==> src/rtl/univ_shift_reg.sv <==
// univ_shift_reg -- parametrised universal shift register with shift counter.
//
// Modes (when En=1): hold, shift right, shift left, parallel load,
// rotate right, rotate left, synchronous clear. Mode 111 is reserved and
// behaves as hold.
// A counter tracks shifts/rotates since the last load or clear and
// saturates at WIDTH. Done pulses for one cycle when the count reaches WIDTH.
//
// Ports:
//   Clk    in   rising-edge clock
//   Rst_n  in   asynchronous active-low reset
//   En     in   operation enable (0 = hold everything, Done=0)
//   Mode   in   [2:0] operation select
//   SinR   in   serial bit entering the MSB on shift right
//   SinL   in   serial bit entering the LSB on shift left
//   Din    in   [WIDTH-1:0] parallel load data
//   Q      out  [WIDTH-1:0] register contents
//   SoutR  out  Q[0]
//   SoutL  out  Q[WIDTH-1]
//   Cnt    out  [CW-1:0] shifts since last load/clear, saturating at WIDTH
//   Full   out  Cnt == WIDTH
//   Done   out  one-cycle pulse after the edge where Cnt reaches WIDTH
module univ_shift_reg #(
  parameter int                 WIDTH   = 8,
  parameter logic [WIDTH-1:0]   RST_VAL = '0,
  localparam int                CW      = $clog2(WIDTH + 1)
) (
  input  logic             Clk,
  input  logic             Rst_n,
  input  logic             En,
  input  logic [2:0]       Mode,
  input  logic             SinR,
  input  logic             SinL,
  input  logic [WIDTH-1:0] Din,
  output logic [WIDTH-1:0] Q,
  output logic             SoutR,
  output logic             SoutL,
  output logic [CW-1:0]    Cnt,
  output logic             Full,
  output logic             Done
);

  typedef enum logic [2:0] {
    MODE_HOLD  = 3'b000,
    MODE_SHR   = 3'b001,
    MODE_SHL   = 3'b010,
    MODE_LOAD  = 3'b011,
    MODE_ROTR  = 3'b100,
    MODE_ROTL  = 3'b101,
    MODE_CLEAR = 3'b110,
    MODE_RSVD  = 3'b111
  } mode_e;

  localparam logic [CW-1:0] CNT_MAX = CW'(WIDTH);

  mode_e            mode;
  logic [WIDTH-1:0] q_q, q_d;
  logic [CW-1:0]    cnt_q, cnt_d;
  logic             done_q, done_d;
  logic             shift_op;

  assign mode = mode_e'(Mode);

  always_comb begin
    q_d      = q_q;
    cnt_d    = cnt_q;
    shift_op = 1'b0;
    if (En) begin
      case (mode)
        MODE_SHR: begin
          q_d      = {SinR, q_q[WIDTH-1:1]};
          shift_op = 1'b1;
        end
        MODE_SHL: begin
          q_d      = {q_q[WIDTH-2:0], SinL};
          shift_op = 1'b1;
        end
        MODE_LOAD: begin
          q_d   = Din;
          cnt_d = '0;
        end
        MODE_ROTR: begin
          q_d      = {q_q[0], q_q[WIDTH-1:1]};
          shift_op = 1'b1;
        end
        MODE_ROTL: begin
          q_d      = {q_q[WIDTH-2:0], q_q[WIDTH-1]};
          shift_op = 1'b1;
        end
        MODE_CLEAR: begin
          q_d   = '0;
          cnt_d = '0;
        end
        default: ; // MODE_HOLD and MODE_RSVD keep state
      endcase
    end
    if (shift_op && (cnt_q != CNT_MAX)) begin
      cnt_d = cnt_q + 1'b1;
    end
  end

  // Only the WIDTH-1 -> WIDTH transition fires Done; load/clear never
  // set shift_op, so they win over a pending saturation.
  assign done_d = shift_op && (cnt_q == CNT_MAX - 1'b1);

  always_ff @(posedge Clk or negedge Rst_n) begin
    if (!Rst_n) begin
      q_q    <= RST_VAL;
      cnt_q  <= '0;
      done_q <= 1'b0;
    end else begin
      q_q    <= q_d;
      cnt_q  <= cnt_d;
      done_q <= done_d;
    end
  end

  assign Q     = q_q;
  assign SoutR = q_q[0];
  assign SoutL = q_q[WIDTH-1];
  assign Cnt   = cnt_q;
  assign Full  = (cnt_q == CNT_MAX);
  assign Done  = done_q;

endmodule

==> config.mk <==
export PLATFORM = sky130hd
export DESIGN_NAME = univ_shift_reg
export DESIGN_NICKNAME = d
export VERILOG_FILES = /design/src/rtl/univ_shift_reg.sv
export SDC_FILE = /design/constraint.sdc
export NUM_CORES = 1
export LEC_CHECK = 0
export ABC_AREA = 1
export CAP_MARGIN = 20
export CORE_ASPECT_RATIO = 1.25
export CORE_MARGIN = 1
export CORE_UTILIZATION = 49
export DETAILED_ROUTE_END_ITERATION = 10
export PLACE_DENSITY = 0.88
export SYNTH_ARGS = -nofsm -noshare
export SYNTH_HDL_FRONTEND = slang
export SYNTH_SLANG_ARGS = --single-unit
export TNS_END_PERCENT = 30
==> constraint.sdc <==
create_clock -name Clk -period 2.5 [get_ports Clk]
set_input_delay 0.5 -clock Clk [delete_from_list [all_inputs] [get_ports Clk]]
set_output_delay 0.5 -clock Clk [all_outputs]
set_load 0.01 [all_outputs]
==> flow_summary_export.csv <==
group,metric,value,unit
run_status,outcome,"complete, no violations",
timing,rsz0062_at_grt,"no",
cts,root_buffer,"clkbuf_4",
routing,drt-pass1-iter-count,4,
timing,relSlewSlack,0.580,
timing,slew_viol_final,0,
final_layout,fin_util,0.672,
timing,period_share,0.857,
synthesis,syn_nets,152,
global_routing,track_usage,0.241,
synthesis,synthCells,134,
routing,wl,2.38,mm
worst_setup_path,crit_slowest_cell,"clkdlybuf4s50_1",
timing,worst_pin_slew,0.627,ns
synthesis,ys_seq_area_frac,0.317,
final_layout,fin_area,1330,sq um
final_layout,drive_above_1_share,0.123,
place,post_dp_cell_area,1310,sq um
synthesis,synth_area,1030,sq um
global_routing,grt_max_degree,15,
place,place_congestion,0.879,
floorplan,coreArea,1980,sq um
cts,htree_levels,1,
floorplan,start_util,0.518,
worst_hold_path,hold_class,"reg2reg",
cts,cts_buffers,3,
worst_setup_path,path_class,"reg2out",
run,maxCapViolations,0,
timing,hold_viol,0,
timing,setup_viol,0,
final_layout,nets,182,
cts,cts-resized-gates,0,
pwr,comb_power_share,0.446,
synthesis,syn_avg_cell_area,7.67,sq um
worst_setup_path,cpMostUsedCell,"inv_1",
pwr,power.total,856,uW
worst_setup_path,endpoint_kind,"output port",
final_layout,area.growth.synth_to_final,29.6,%
synthesis,netlist.top_cell.by_area,"dfrtp_1",
floorplan,die_h,53.2,um
floorplan,die_w,43.0,um
worst_setup_path,cpPeakStageDelay,0.53,ns
routing,routed-via-count,1040,
pwr,p_seq_frac,0.400,
pwr,switching_share,0.377,
floorplan,pin_count,32,
pwr,powerDensity,643,nW/um^2
routing,wl_per_cell,13.0,um
final_layout,diodes,0,
pwr,intPower,533,uW
final_layout,multi_input_area,589,sq um
place,port_buffers,31,
timing,tns,0,ns
final_layout,stdcell_count,183,
worst_setup_path,required,2.00,ns
pwr,p_leak,0.000608,uW
routing,drt_iter0_markers,49,
final_layout,register_area,325,sq um
synthesis,synth_top_area_frac,0.317,
timing,finalClockSkew,0.00324,ns
worst_setup_path,cp_cell_sequence,"inv_1 > ha_1 > nand2_1 > inv_1 > clkdlybuf4s50_1",
worst_setup_path,startpoint_type,"flop",
routing,via_per_inst,5.68,
timing,period_needed,2.14,ns
worst_setup_path,cp_max_fo,6,
worst_setup_path,crit_arrival,1.64,ns
pwr,p_switching,323,uW
cts,cts_setup_buffers,0,
cts,ctsHoldBuffers,0,
place,place_inst,179,
routing,antenna_left,0,
global_routing,antenna_found_initial,0,
final_layout,final_cell_mix,"clkdlybuf4s50_1 (31), nand2_1 (27), nor2_1 (17)",
cts,worstSkewPairLatency,0.28,ns
place,hpwl,1.85,mm
synthesis,ys_warn_count,0,
cts,clockBufferDepth,2,
synthesis,synth_cell_types,25,
global_routing,gr-total-overflow,0,
floorplan,dieArea,2280,sq um
cts,clkSinkCount,13,
final_layout,n_fill_cell,162,
floorplan,rows,18,
cts,path_clk_slew,0.08,ns
pwr,irDropWorstVdd,0.400,mV
global_routing,grt_pass1_wl,4.10,mm
cts,cts_tree,"built",
final_layout,layout_commonest_cell,"clkdlybuf4s50_1",
pwr,p_clk_frac,0.154,
routing,drc_errors,0,
global_routing,grt_pass1_vias,965,
synthesis,ys_ff_latch,13,
synthesis,synthTopCellsByArea,"dfrtp_1 (32%), nand2_1 (9.9%), nand3_1 (7.3%), nand3_4 (6.8%), nand4_1 (6.7%)",
timing,timing.fmax,467,MHz
## worst paths after layout
check	startpoint	endpoint	slack (ns)	depth (start not counted)
worst max-delay path	Cnt[0]	Full	0.36	5
worst min-delay path	Cnt[3]	Done	0.55	1
worst max register to register	Cnt[0]	Cnt[2]	1.23	6
worst min register to register	Cnt[3]	Done	0.55	1
max in group asynchronous	Rst_n	Q[6]	1.50	1
min in group asynchronous	Rst_n	Q[2]	0.60	1
## Yosys cell counts
| cell | number |
|---|---|
| nand2_1 | 27 |
| nor2_1 | 17 |
| nand3_1 | 15 |
| dfrtp_1 | 13 |
| nand4_1 | 11 |
| inv_1 | 8 |
| a21boi_1 | 5 |
| a21oi_1 | 5 |
| buf_6 | 4 |
| nand3_4 | 4 |
| o21ai_1 | 4 |
| inv_2 | 3 |
| nand2_4 | 3 |
| buf_4 | 2 |
| ha_1 | 2 |
| nand3_2 | 2 |
| buf_2 | 1 |
| inv_4 | 1 |
| nand2_2 | 1 |
| nor2_2 | 1 |
| nor3_1 | 1 |
| o21ai_0 | 1 |
| o21ai_2 | 1 |
| xnor2_1 | 1 |
| xor2_1 | 1 |
## per-stage QoR
stage,hold WS [ns],setup slack (ns)
after CTS,0.540,0.356
after global routing,0.568,0.266
after floorplan,0.204,1.16
after global placement,0.521,0.377
after detailed placement,0.529,0.266
final,0.555,0.358
## power groups by stage
stage	Combinational, uW	Sequential (uW)	Clock (uW)
6_report	382	342	132
5_1_grt	423	353	142
4_1_cts	386	339	132
3_5_place_dp	384	344	0
3_3_place_gp	373	342	0
2_1_floorplan	185	355	0
## routing by layer
layer | track usage | vias to the layer above | share of wire | wire [um]
li1 | - | 508 | - | -
met1 | 0.311 | 471 | 0.42 | 1010
met2 | 0.396 | 53 | 0.48 | 1150
met3 | 0.0307 | 8 | 0.073 | 174
met4 | 0.116 | 0 | 0.020 | 48
met5 | 0 | - | 0 | 0
## cell type report
class | count | share of cell area
Sequential cell | 13 | 0.244
Clock buffer | 4 | 0.0197
Timing Repair Buffer | 32 | 0.239
Tap cell | 20 | 0.0188
Multi-Input combinational cell | 102 | 0.443
Inverter | 12 | 0.0357
## kinds of logic after synthesis
family,share of synthesized area
AOI/OAI and AO/OA,0.0938
xor gates and xnor gates,0.0171
adders and majority gates,0.0244
buffers and inverters,0.110
DFF,0.317
and+or+nand+nor,0.438
## sequential cells by signal, summed over array words and instances (netlist names)
register  cells
Q             8
Cnt           4
Done          1
## worst max-delay path: cells and delay by family (launching register included)
family,cells,cell delay [ns]
adder cells (fa/ha/maj),1,0.15
buffers and inverters,3,0.68
flip-flops,1,0.44
AND/OR/NAND/NOR,1,0.08
Note: power is estimated with default switching activity, not from simulation.
